--- src/rtl/line_fifo_sequencer.sv ---
// line_fifo_sequencer: owns the shared line FIFO port and walks each board
// through RECEIVE -> SOLVE -> TRANSMIT. It muxes the parser/solver write
// ports, gates solver reads, drains leftovers, tracks occupancy and flags
// overflow, underflow and solver stalls on the status LEDs.
module line_fifo_sequencer #(
    parameter int DATA_WIDTH     = 16,
    parameter int FIFO_DEPTH     = 1024,
    parameter int TIMEOUT_CYCLES = 50_000_000
) (
    input  logic                               clk,
    input  logic                               rst,
    input  logic                               parse_write,
    input  logic [DATA_WIDTH-1:0]              parse_line,
    input  logic                               parsed,
    input  logic                               solve_write,
    input  logic [DATA_WIDTH-1:0]              solve_line,
    input  logic                               solve_next,
    input  logic                               solved,
    input  logic                               assembled,
    input  logic                               fifo_full,
    input  logic                               fifo_empty,
    output logic                               fifo_wr_en,
    output logic [DATA_WIDTH-1:0]              fifo_din,
    output logic                               fifo_rd_en,
    output logic                               solver_start,
    output logic [$clog2(FIFO_DEPTH+1)-1:0]    occupancy,
    output logic [15:0]                        lines_received,
    output logic [1:0]                         err_code,
    output logic [2:0]                         stat
);

    localparam int OCC_W = $clog2(FIFO_DEPTH + 1);
    localparam int WD_W  = (TIMEOUT_CYCLES > 2) ? $clog2(TIMEOUT_CYCLES) : 1;
    localparam logic [OCC_W-1:0] OCC_ONE = OCC_W'(1);
    localparam logic [WD_W-1:0]  WD_ONE  = WD_W'(1);
    localparam logic [WD_W-1:0]  WD_LAST = WD_W'(TIMEOUT_CYCLES - 1);

    typedef enum logic [1:0] {
        S_RECEIVE  = 2'd0,
        S_SOLVE    = 2'd1,
        S_TRANSMIT = 2'd2,
        S_ERROR    = 2'd3
    } state_t;

    state_t          state;
    logic [WD_W-1:0] watchdog;
    logic            asm_seen;   // assembler finished while the drain was still running

    logic wreq;
    logic rreq;
    logic err_ovf;
    logic err_unf;
    logic err_to;

    // FIFO port muxing and error detection, zero latency from state and inputs
    always_comb begin
        wreq     = 1'b0;
        rreq     = 1'b0;
        fifo_din = solve_line;
        case (state)
            S_RECEIVE: begin
                wreq     = parse_write;
                fifo_din = parse_line;
            end
            S_SOLVE: begin
                wreq = solve_write;
                rreq = solve_next;
            end
            S_TRANSMIT: rreq = ~fifo_empty;
            default: ;
        endcase
        fifo_wr_en = wreq & ~fifo_full;
        fifo_rd_en = rreq & ~fifo_empty;
        err_ovf    = wreq & fifo_full;
        err_unf    = (state == S_SOLVE) & solve_next & fifo_empty;
        // A stall is only declared on a cycle that is itself idle
        err_to     = (state == S_SOLVE) & ~fifo_wr_en & ~fifo_rd_en &
                     (watchdog == WD_LAST);
    end

    // Board flow FSM with occupancy, line count, watchdog and status registers
    always_ff @(posedge clk) begin
        if (rst) begin
            state          <= S_RECEIVE;
            stat           <= 3'b001;
            occupancy      <= '0;
            lines_received <= 16'd0;
            err_code       <= 2'd0;
            solver_start   <= 1'b0;
            watchdog       <= '0;
            asm_seen       <= 1'b0;
        end else begin
            solver_start <= 1'b0;

            if (fifo_wr_en && !fifo_rd_en)
                occupancy <= occupancy + OCC_ONE;
            else if (fifo_rd_en && !fifo_wr_en)
                occupancy <= occupancy - OCC_ONE;

            case (state)
                S_RECEIVE: begin
                    if (fifo_wr_en && lines_received != 16'hFFFF)
                        lines_received <= lines_received + 16'd1;
                    if (err_ovf) begin
                        state    <= S_ERROR;
                        stat     <= 3'b111;
                        err_code <= 2'd1;
                    end else if (parsed) begin
                        state        <= S_SOLVE;
                        stat         <= 3'b010;
                        solver_start <= 1'b1;
                        watchdog     <= '0;
                    end
                end

                S_SOLVE: begin
                    if (fifo_wr_en || fifo_rd_en)
                        watchdog <= '0;
                    else
                        watchdog <= watchdog + WD_ONE;
                    // solved outranks a stall but not a bad FIFO access
                    if (err_ovf) begin
                        state    <= S_ERROR;
                        stat     <= 3'b111;
                        err_code <= 2'd1;
                    end else if (err_unf) begin
                        state    <= S_ERROR;
                        stat     <= 3'b111;
                        err_code <= 2'd2;
                    end else if (solved) begin
                        state    <= S_TRANSMIT;
                        stat     <= 3'b100;
                        asm_seen <= 1'b0;
                    end else if (err_to) begin
                        state    <= S_ERROR;
                        stat     <= 3'b111;
                        err_code <= 2'd3;
                    end
                end

                S_TRANSMIT: begin
                    if (assembled)
                        asm_seen <= 1'b1;
                    if ((assembled || asm_seen) && fifo_empty && !fifo_rd_en) begin
                        state          <= S_RECEIVE;
                        stat           <= 3'b001;
                        lines_received <= 16'd0;
                        asm_seen       <= 1'b0;
                    end
                end

                default: ;  // ERROR holds until rst
            endcase
        end
    end

endmodule

--- config.mk ---
export PLATFORM = sky130hd
export DESIGN_NAME = line_fifo_sequencer
export DESIGN_NICKNAME = d
export VERILOG_FILES = /design/src/rtl/line_fifo_sequencer.sv
export SDC_FILE = /design/constraint.sdc
export NUM_CORES = 1
export LEC_CHECK = 0
export BUFFER_PORTS_ARGS = -buffer_cell sky130_fd_sc_hd__buf_2
export CAP_MARGIN = 20
export CORE_UTILIZATION = 54
export CTS_BUF_LIST = sky130_fd_sc_hd__clkbuf_8 sky130_fd_sc_hd__clkbuf_16
export DETAILED_ROUTE_END_ITERATION = 8
export PLACE_DENSITY = 0.8
export SLEW_MARGIN = 20
export SYNTH_ARGS = -nofsm -noshare
export SYNTH_HDL_FRONTEND = slang
export SYNTH_SLANG_ARGS = --single-unit
--- constraint.sdc ---
create_clock -name clk -period 3.7 [get_ports clk]
set_clock_uncertainty 0.1 [all_clocks]
set_input_delay 0.37 -clock clk [delete_from_list [all_inputs] [get_ports clk]]
set_output_delay 0.37 -clock clk [all_outputs]
set_load 0.03 [all_outputs]
==> results list <==
* X dimension of the die: 87.01 um
- Number of buffers created by CTS: 9
- Of the total synthesized cell area, the portion taken by XOR and XNOR cells is 0.03815.
* Number of detailed-routing iterations run before antenna repair: 4
* Most common library cell in the layout ignoring fill and taps: sky130_fd_sc_hd__buf_2
- Number of max-slew violations in the final report: 0
* Accumulated negative setup slack: 0 ns
* Endpoint type of the worst setup path: register
* Num rows: 30
- HPWL after detailed placement: 7.218 mm
- Summing every instance area after synthesis gives 3902 um^2.
- Final WS setup: 0.2891 ns
* Maximum root-to-sink buffer count: 2
- Die Footprint: 7571 um^2
- Clock insertion delay at the later pin of the skew report: 0.35 ns
* Setup repair after global routing missed its margin: no
- Period utilization: 0.9219
- Number of vias per cell after detailed routing: 6.017
- Maximum frequency from static timing analysis: 293.2 MHz
* Post-synthesis sequential area ratio: 0.3078
* Worst EP arrival: 3.54 ns
- Total GRT Usage: 0.2696
* Max cap viols: 0
* Yosys warnings: 0
* Highest fanout seen on the critical path: 7
* Remaining design rule violation count: 0
- The netlist uses 63 different library cells.
* Layout filler cell count: 546
* Starting density of the core: 0.5681
- Setup violations remaining at the end of the flow were counted as 0.
- WS Path Type: reg -> reg
* Post-Route Utilization: 0.6761
- Flop and latch count out of synthesis: 60
* Data required time of the worst path: 3.83 ns
- The H-tree was split into 3 levels.
* Number of synthesized flops with an enable pin: 0
* Final routed wire length divided by cell count: 15.19 um
- Synthesis produced a netlist with a net count of 525.
- Final net count: 610
- STA classifies the critical path startpoint as a register.
- Ratio of cells with drive above 1 in the final layout: 0.2604
- After synthesis, the share of flip-flops with an asynchronous set or reset is 0.
- The portion of synthesized area spent on multiplexers is 0.07759.
- Across all layers, the routed design uses 3905 vias.
- For this block, the routed nets add up to 9.858 mm of wire.
* Fraction of the mapped netlist area in compound gates: 0.2068
- Dominant combinational cell family by area after synthesis: simple AND/OR/NAND/NOR gates
- Total area of multi-input combinational cells: 2552 um^2
- The library cells used most frequently in the layout, excluding fill and tap cells, are 92 x sky130_fd_sc_hd__buf_2, 58 x sky130_fd_sc_hd__dfxtp_1, 38 x sky130_fd_sc_hd__nor2_1.
- From synthesis to final layout, the design area changed by 19.01%.
- In the synthesized netlist, the number of instances is 463.
- Number of antenna violations at the first check in global routing: 0
* Routability Congestion: 0.8933
- Via count of the first global-routing pass: 3486
- Result of the run: completed
* Leakage power summed over all cells: 1.874 nW
- The worst path in the final design needs a cycle of 3.411 ns, including I/O delays and setup.
* Summed area of non-filler cells in the final layout: 4644 um^2
- Measured along the y axis, the die boundary spans 87.01 um.
- CTS saw 60 sinks.
* Core footprint: 6869 um^2
- Of the total synthesized cell area, the portion taken by AND, OR, NAND and NOR gates is 0.2616.
* Type of the tightest min-delay check: in -> reg
- Adder-cell share of the synthesized area: 0.06605
- Initial DRC Count: 226
- Actual transition at the worst max-transition pin: 0.7957 ns
* Number of buffers inserted by hold repair at cts: 0
- The first global-routing pass estimated 16.01 mm of wire.
- Summed over all layers, the global routing overflow is 0.
* Number of buffer cells added on primary ports: 92
* Total inserted antenna cells: 0
- After clock tree synthesis, the clock-pin slew on the worst setup and hold paths is 0.07 ns.
* Area taken by flip-flops and latches: 1204 um^2
- Number of hold violations in the final report: 0
* Root buffer selected by CTS: sky130_fd_sc_hd__clkbuf_8
- Pre-CTS setup slack: 0.2212 ns
- Pwr dens: 721.3 nW/um^2
* Mean cell area of the mapped netlist: 8.429 um^2
* CTS tree: built
* Maximum number of pins on one net before global-route repair: 30
- Summing all placed instances gives a cell area of 4438 um^2.
- Once detail routing completed, the nets flagged for antenna violations numbered 0.
- Most instantiated flip-flop cell in the synthesis netlist: sky130_fd_sc_hd__dfxtp_1
- Relative slew margins: 0.4682
- Register-to-register setup slack: 0.29 ns
- Number of ports placed on the die boundary: 93
* Peak supply drop: 494.3 uV
==> layer usage <==
layer,global-route usage,wire length [um]
met4,0.1076,131
met1,0.3384,4326
met5,0,0
met2,0.4503,4757
met3,0.05687,642
==> kinds of logic after synthesis <==
kind of cell	Yosys count
and+or+nand+nor	179
AOI/OAI and AO/OA	119
xor gates and xnor gates	17
buffers and inverters	40
muxes	28
DFF	60
adders and majority gates	20
==> state kept, by name (all words and copies together) (netlist names) <==
name            cells
err_code            2
occupancy          11
stat                3
asm_seen            1
lines_received     16
watchdog           26
solver_start        1
==> per-stage QoR <==
step                total power, mW  hold slack [ns]  std cells
floorplan                     2.303           0.3444        463
global placement              2.677           0.3592        633
detailed placement            2.718           0.3794        633
CTS                           3.338           0.2298        649
global route                  3.559           0.2798        649
finish                        3.350           0.2396        649
==> cell usage after synthesis (6+ instances only) <==
cell type                   count  area [um^2]
sky130_fd_sc_hd__o31ai_1       20        150.1
sky130_fd_sc_hd__dfxtp_1       60         1201
sky130_fd_sc_hd__clkbuf_1      15        56.30
sky130_fd_sc_hd__or3_1         14        87.58
sky130_fd_sc_hd__and4_1         6        52.55
sky130_fd_sc_hd__and3_1         8        50.05
sky130_fd_sc_hd__a21oi_1       37        185.2
sky130_fd_sc_hd__o21ai_1       13        65.06
sky130_fd_sc_hd__nand3_1       23        115.1
sky130_fd_sc_hd__inv_1         15        56.30
sky130_fd_sc_hd__o2111ai_1      9        78.83
sky130_fd_sc_hd__mux2_2        16        180.2
sky130_fd_sc_hd__ha_1          19        237.7
sky130_fd_sc_hd__mux2i_1       10        100.1
sky130_fd_sc_hd__nand2b_1      10        62.56
sky130_fd_sc_hd__xor2_1        14        122.6
sky130_fd_sc_hd__nor2_1        38        142.6
sky130_fd_sc_hd__nand2_1       23        86.33
sky130_fd_sc_hd__or4_1         18        135.1
sky130_fd_sc_hd__nand4_1       10        62.56
==> final timing paths <==
kind	start	end	cells past startpoint
worst max-delay path	stat[1]	occupancy[10]	13
worst max register to register	stat[1]	occupancy[10]	13
worst min register to register	watchdog[1]	watchdog[1]	2
worst min-delay path	parsed	solver_start	2
==> power breakdown <==
group	internal (mW)	switching [mW]
registers	0.730	0.0765
clock network	0.343	0.267
logic	0.745	1.19
total	1.82	1.53
==> timing repair <==
item,CTS,global route
gates resized for setup,0,1
hold endpoints to repair,0,0
endpoints found under the setup margin,0,1
buffers inserted,0,0
==> worst max-delay path, cell delays in order, from the launching register on <==
cell and delay, ns:
sky130_fd_sc_hd__dfxtp_2 0.37, sky130_fd_sc_hd__inv_1 0.10, sky130_fd_sc_hd__ha_1 0.39, sky130_fd_sc_hd__nor3b_4 0.27, sky130_fd_sc_hd__inv_1 0.09, sky130_fd_sc_hd__ha_1 0.21
sky130_fd_sc_hd__inv_2 0.13, sky130_fd_sc_hd__buf_4 0.16, sky130_fd_sc_hd__ha_1 0.29, sky130_fd_sc_hd__a21oi_1 0.23, sky130_fd_sc_hd__nand3_1 0.10, sky130_fd_sc_hd__o31ai_1 0.26
sky130_fd_sc_hd__mux2i_1 0.25, sky130_fd_sc_hd__mux2_1 0.34
==> final cells by class <==
cell class                      count  share of cell area
Sequential cell                    60              0.2592
Inverter                           16             0.01293
Multi-Input combinational cell    363              0.5496
Timing Repair Buffer               98              0.1088
Clock inverter                      5             0.01105
Clock buffer                       11             0.03260
Tap cell                           96             0.02586
(Power assumes the default switching activity.)
